File: src/rtl/lm07_spi_reader.sv
// 3-wire SPI master for the LM07/LM70 temperature sensor: clocks in one 16-bit
// frame MSB-first and publishes the raw word plus whole-degree magnitude and sign.
module lm07_spi_reader #(
    parameter int DIV = 2,
    parameter int GAP = 8
) (
    input  logic        clk,
    input  logic        rst_n,
    input  logic        en,
    input  logic        sio,
    output logic        cs,
    output logic        sck,
    output logic [15:0] data,
    output logic [7:0]  temp_c,
    output logic        neg,
    output logic        valid,
    output logic        busy
);

    localparam int CMAX = (DIV > GAP) ? DIV : GAP;
    localparam int CW   = $clog2(CMAX + 1);

    typedef enum logic [2:0] {
        ST_IDLE,
        ST_SETUP,
        ST_SCK_HI,
        ST_SCK_LO,
        ST_GAP
    } state_t;

    state_t        state_q, state_d;
    logic [CW-1:0] cnt_q, cnt_d;
    logic [4:0]    bit_cnt_q, bit_cnt_d;
    logic [15:0]   shift_q, shift_d;
    logic [15:0]   data_q, data_d;
    logic [7:0]    temp_q, temp_d;
    logic          neg_q, neg_d;
    logic          valid_q, valid_d;
    logic          cs_q, cs_d;
    logic          sck_q, sck_d;

    logic          phase_done;
    logic          gap_done;
    logic [8:0]    whole;
    logic [8:0]    whole_neg;

    // Whole degrees sit in bits 15:7 as a 9-bit two's-complement value.
    assign whole     = shift_q[15:7];
    assign whole_neg = -whole;

    always_comb begin
        // NOTE: every signal gets a default first so no path through the case infers a latch.
        state_d    = state_q;
        cnt_d      = cnt_q;
        bit_cnt_d  = bit_cnt_q;
        shift_d    = shift_q;
        data_d     = data_q;
        temp_d     = temp_q;
        neg_d      = neg_q;
        valid_d    = 1'b0;
        phase_done = (cnt_q == CW'(DIV - 1));
        gap_done   = (cnt_q == CW'(GAP - 1));

        case (state_q)
            ST_IDLE: begin
                cnt_d     = '0;
                bit_cnt_d = '0;
                if (en) begin
                    state_d = ST_SETUP;
                end
            end
            ST_SETUP: begin
                if (phase_done) begin
                    state_d   = ST_SCK_HI;
                    cnt_d     = '0;
                    shift_d   = {shift_q[14:0], sio};
                    bit_cnt_d = bit_cnt_q + 5'd1;
                end else begin
                    cnt_d = cnt_q + CW'(1);
                end
            end
            ST_SCK_HI: begin
                if (phase_done) begin
                    state_d = ST_SCK_LO;
                    cnt_d   = '0;
                end else begin
                    cnt_d = cnt_q + CW'(1);
                end
            end
            ST_SCK_LO: begin
                if (phase_done) begin
                    cnt_d = '0;
                    if (bit_cnt_q == 5'd16) begin
                        state_d   = ST_GAP;
                        bit_cnt_d = '0;
                        data_d    = shift_q;
                        neg_d     = shift_q[15];
                        temp_d    = shift_q[15] ? whole_neg[7:0] : whole[7:0];
                        valid_d   = 1'b1;
                    end else begin
                        state_d   = ST_SCK_HI;
                        shift_d   = {shift_q[14:0], sio};
                        bit_cnt_d = bit_cnt_q + 5'd1;
                    end
                end else begin
                    cnt_d = cnt_q + CW'(1);
                end
            end
            ST_GAP: begin
                if (gap_done) begin
                    cnt_d   = '0;
                    state_d = en ? ST_SETUP : ST_IDLE;
                end else begin
                    cnt_d = cnt_q + CW'(1);
                end
            end
            default: begin
                state_d = ST_IDLE;
                cnt_d   = '0;
            end
        endcase

        // Pin levels are decoded from the next state so they leave the flops aligned with it.
        cs_d  = !(state_d inside {ST_SETUP, ST_SCK_HI, ST_SCK_LO});
        sck_d = (state_d == ST_SCK_HI);
    end

    // NOTE: the shift register and counters are reset along with the outputs, so an
    // aborted frame can never leak into data after reset releases.
    always_ff @(posedge clk or negedge rst_n) begin
        if (!rst_n) begin
            state_q   <= ST_IDLE;
            cnt_q     <= '0;
            bit_cnt_q <= '0;
            shift_q   <= '0;
            data_q    <= '0;
            temp_q    <= '0;
            neg_q     <= 1'b0;
            valid_q   <= 1'b0;
            cs_q      <= 1'b1;
            sck_q     <= 1'b0;
        end else begin
            // NOTE: non-blocking updates keep every flop sampling the pre-edge values.
            state_q   <= state_d;
            cnt_q     <= cnt_d;
            bit_cnt_q <= bit_cnt_d;
            shift_q   <= shift_d;
            data_q    <= data_d;
            temp_q    <= temp_d;
            neg_q     <= neg_d;
            valid_q   <= valid_d;
            cs_q      <= cs_d;
            sck_q     <= sck_d;
        end
    end

    assign cs     = cs_q;
    assign sck    = sck_q;
    assign data   = data_q;
    assign temp_c = temp_q;
    assign neg    = neg_q;
    assign valid  = valid_q;
    assign busy   = ~cs_q;

endmodule
File: config.mk
export PLATFORM = sky130hd
export DESIGN_NAME = lm07_spi_reader
export DESIGN_NICKNAME = d
export VERILOG_FILES = /design/src/rtl/lm07_spi_reader.sv
export SDC_FILE = /design/constraint.sdc
export NUM_CORES = 1
export LEC_CHECK = 0
export BUFFER_PORTS_ARGS = -buffer_cell sky130_fd_sc_hd__buf_2
export CAP_MARGIN = 20
export CORE_AREA = 2 2 73 75
export CTS_CLUSTER_DIAMETER = 50
export DETAILED_ROUTE_END_ITERATION = 6
export DIE_AREA = 0 0 75 77
export GPL_TIMING_DRIVEN = 0
export PLACE_DENSITY = 0.68
export SYNTH_ARGS = -nofsm -noshare
export SYNTH_HDL_FRONTEND = slang
export SYNTH_SLANG_ARGS = --single-unit
File: constraint.sdc
create_clock -name clk -period 2.7 [get_ports clk]
set_clock_uncertainty 0.2 [all_clocks]
set_input_delay 0.405 -clock clk [delete_from_list [all_inputs] [get_ports clk]]
set_output_delay 0.405 -clock clk [all_outputs]
set_load 0.01 [all_outputs]
==> results.sh <==
export IMPL_first_pass_iters=4
export IMPL_nFillCells=446
export IMPL_routabilityCongestion=0.773
export IMPL_portBuffers=32
export IMPL_fin_tns_setup_ns=0
export IMPL_drive_gt1_share_pct=33.8
export IMPL_die_y_um=77
export IMPL_dieArea_um2=5780
export IMPL_drtIter0Drc=84
export IMPL_via_per_inst=4.90
export IMPL_drtAntennaViolNets=0
export IMPL_synth_nets=204
export IMPL_cts_tree="done"
export IMPL_synthXorXnorAreaFrac_pct=4.08
export IMPL_wl_per_cell_um=12.9
export IMPL_endpoint_kind="register"
export IMPL_postCtsSetupBuffers=0
export IMPL_rsz0062_at_grt="false"
export IMPL_hp_class="in -> reg"
export IMPL_synthCells=195
export IMPL_num_rows=26
export IMPL_htree_num_levels=2
export IMPL_muxShareOfSynthArea_pct=13.3
export IMPL_start_util_pct=47.4
export IMPL_synthAdderAreaFrac_pct=2.65
export IMPL_synth_area_top_cells="dfrtp_1 56%, mux2_2 13%, o21ai_0 3.6%, nor2_1 2.7%, ha_1 2.7%"
export IMPL_vias=1503
export IMPL_diodes=0
export IMPL_relSlewSlack_pct=52.0
export IMPL_grtUsageTotal_pct=14.9
export IMPL_max_cap_viol_count=0
export IMPL_ys_seq_elements=54
export IMPL_fmax_mhz=455
export IMPL_core_um2=4980
export IMPL_cts_root_buf="clkbuf_8"
export IMPL_yosys_area_share_simple_pct=11.2
export IMPL_synth_top_area_share_pct=56.2
export IMPL_synth_compound_area_share_pct=7.32
export IMPL_report_final_slew_viol_count=0
export IMPL_fin_nets=245
export IMPL_startpoint_type="register"
export IMPL_crit_fanout=10
export IMPL_grt_pass1_vias=1377
export IMPL_syn2layout_area_growth_pct=16.3
export IMPL_irDropWorstVdd_mv=0.333
export IMPL_clk_latency_ns=0.31
export IMPL_ys_types=34
export IMPL_synth_top_family_by_area="multiplexers"
export IMPL_period_share_pct=81.4
export IMPL_period_minus_slack_ns=2.20
export IMPL_power_per_cell_area_nw_per_um2=763
export IMPL_cts_made_buffers=5
export IMPL_dpl_hpwl_um=2860
export IMPL_ff_latch_area_um2=1350
export IMPL_cts_sinks=54
export IMPL_antenna_found_initial=0
export IMPL_yosys_warnings=0
export IMPL_syn_area_um2=2360
export IMPL_critPathArrivalTime_ns=2.19
export IMPL_hold_viol=0
export IMPL_multi_input_area_um2=910
export IMPL_p_leak_nw=1.42
export IMPL_ys_seq_area_share_pct=57.3
export IMPL_tightest_slew_ns=0.719
export IMPL_fin_util_pct=55.1
export IMPL_clockBufferDepth=2
export IMPL_grt_max_degree=31
export IMPL_cts_clk_slew_worst_paths_ns=0.09
export IMPL_outcome="finished, final reports clean"
export IMPL_synth_avg_cell_area_um2=12.1
export IMPL_drc=0
export IMPL_crit_type="reg -> reg"
export IMPL_routed_wl_um=3970
export IMPL_required_ns=2.70
export IMPL_ios=33
export IMPL_die_w_um=75
export IMPL_setup_violations_final=0
export IMPL_grt_overflow_total=0
export IMPL_grt_first_pass_wirelength_um=6640
export IMPL_synth_largest_area_cell="dfrtp_1"
cell families (layout without fill, tap and decap cells):
kind of cell             after synthesis  count (layout)
multiplexers                          28              28
AND/OR/NAND/NOR                       49              49
AO/OA/AOI/OAI                         29              29
XOR/XNOR                              11              11
adder cells (fa/ha/maj)                5               5
buffers and inverters                 19              61
flip-flops                            54              54
power by group:
group	total (mW)	internal, mW	switching, mW	leakage [nW]
Clock	0.476	0.212	0.265	0.0478
Sequential	1.07	0.951	0.122	0.721
Combinational	0.544	0.271	0.273	0.654
Total	2.09	1.43	0.659	1.42
placed cells by master (no fill, tap or decap), types with 2 or more instances in the layout:
cell type   n
a21oi_1     3
a31oi_1     3
and2_1      2
and4bb_2    2
buf_2      34
buf_4       4
clkbuf_1    3
clkbuf_8    6
dfrtp_1    53
ha_1        5
inv_1       9
mux2_2     27
nand2_1    16
nand3_1     2
nor2_1     17
nor2b_1     2
nor3b_1     2
o21ai_0    17
xnor2_1     4
xor2_1      7
worst paths after layout:
path	start	endpoint	slack, ns	cells after the start
min	sio	shift_q[0]	0.13	2
min reg2reg	temp_c[2]	temp_c[2]	0.29	2
max in group asynchronous	rst_n	cs	1.18	3
min in group asynchronous	rst_n	data[5]	0.48	2
max	bit_cnt_q[0]	shift_q[1]	0.50	6
max reg2reg	bit_cnt_q[0]	shift_q[1]	0.50	6
through the flow:
stage | total power, mW | hold slack, ns | cell area, um^2 | setup WS (ns) | cells
after floorplan | 1.49 | -0.0906 | 2360 | 0.695 | 195
after global placement | 1.62 | 0.262 | 2610 | 0.538 | 297
after detailed placement | 1.64 | 0.271 | 2630 | 0.513 | 298
after CTS | 2.12 | 0.130 | 2740 | 0.499 | 307
after global routing | 2.24 | 0.125 | 2740 | 0.417 | 307
final | 2.09 | 0.133 | 2740 | 0.503 | 307
synthesized netlist by cell type:
cell type and number:
o41ai_1 1, nand4b_4 1, nand4bb_1 1, a211o_1 1, inv_1 9, ha_1 5
xnor2_1 4, nand3_1 2, nor4b_1 1, nor2b_1 2, dfstp_2 1, nor2_1 17
mux2i_1 1, xor2_1 7, buf_2 2, and2_1 2, nand2_1 16, a31oi_1 3
nor3b_1 2, a211oi_2 1, and4bb_2 2, dfrtp_1 53, or3_1 1, buf_4 4
nand3b_1 1, or4_1 1, o31ai_1 1, mux2_2 27, clkbuf_1 3, o2111ai_1 1
o21ai_0 17, buf_6 1, o211ai_1 1, a21oi_1 3
metal layers:
metal  vias to the layer above  part of all wire, %  global-route usage, %
met3                         5                  3.4                   3.29
met1                       724                   51                   21.9
li1                        748                    -                      -
met4                         0                  1.5                   5.89
met2                        26                   44                   21.1
met5                         -                    0                      0
critical path: stages, from the launching register on:
cell and delay, ns:
dfrtp_1 0.41, inv_1 0.06, ha_1 0.19, and4bb_2 0.28, a211oi_2 0.33, buf_2 0.27
mux2_2 0.35
flip-flops by register name, summed over array words and instances, names as in the netlist:
signal	cells
sck	1
bit_cnt_q	5
temp_c	7
state_q	3
cnt_q	4
cs	1
valid	1
shift_q	16
data	16
layout make-up:
type,count,share of cell area (%)
clock inverter,2,0.593
inverter,9,1.23
multi-input combinational,122,33.2
clock buffer,6,3.01
tap,70,3.19
sequential,54,49.3
timing repair buffer,34,7.21
buffer,10,2.28
timing repair:
item | CTS | global route
hold buffers | 1 | 0
hold endpoints to repair | 29 | 0
resized for setup | 0 | 0
Note: power is estimated with default switching activity, not from simulation.
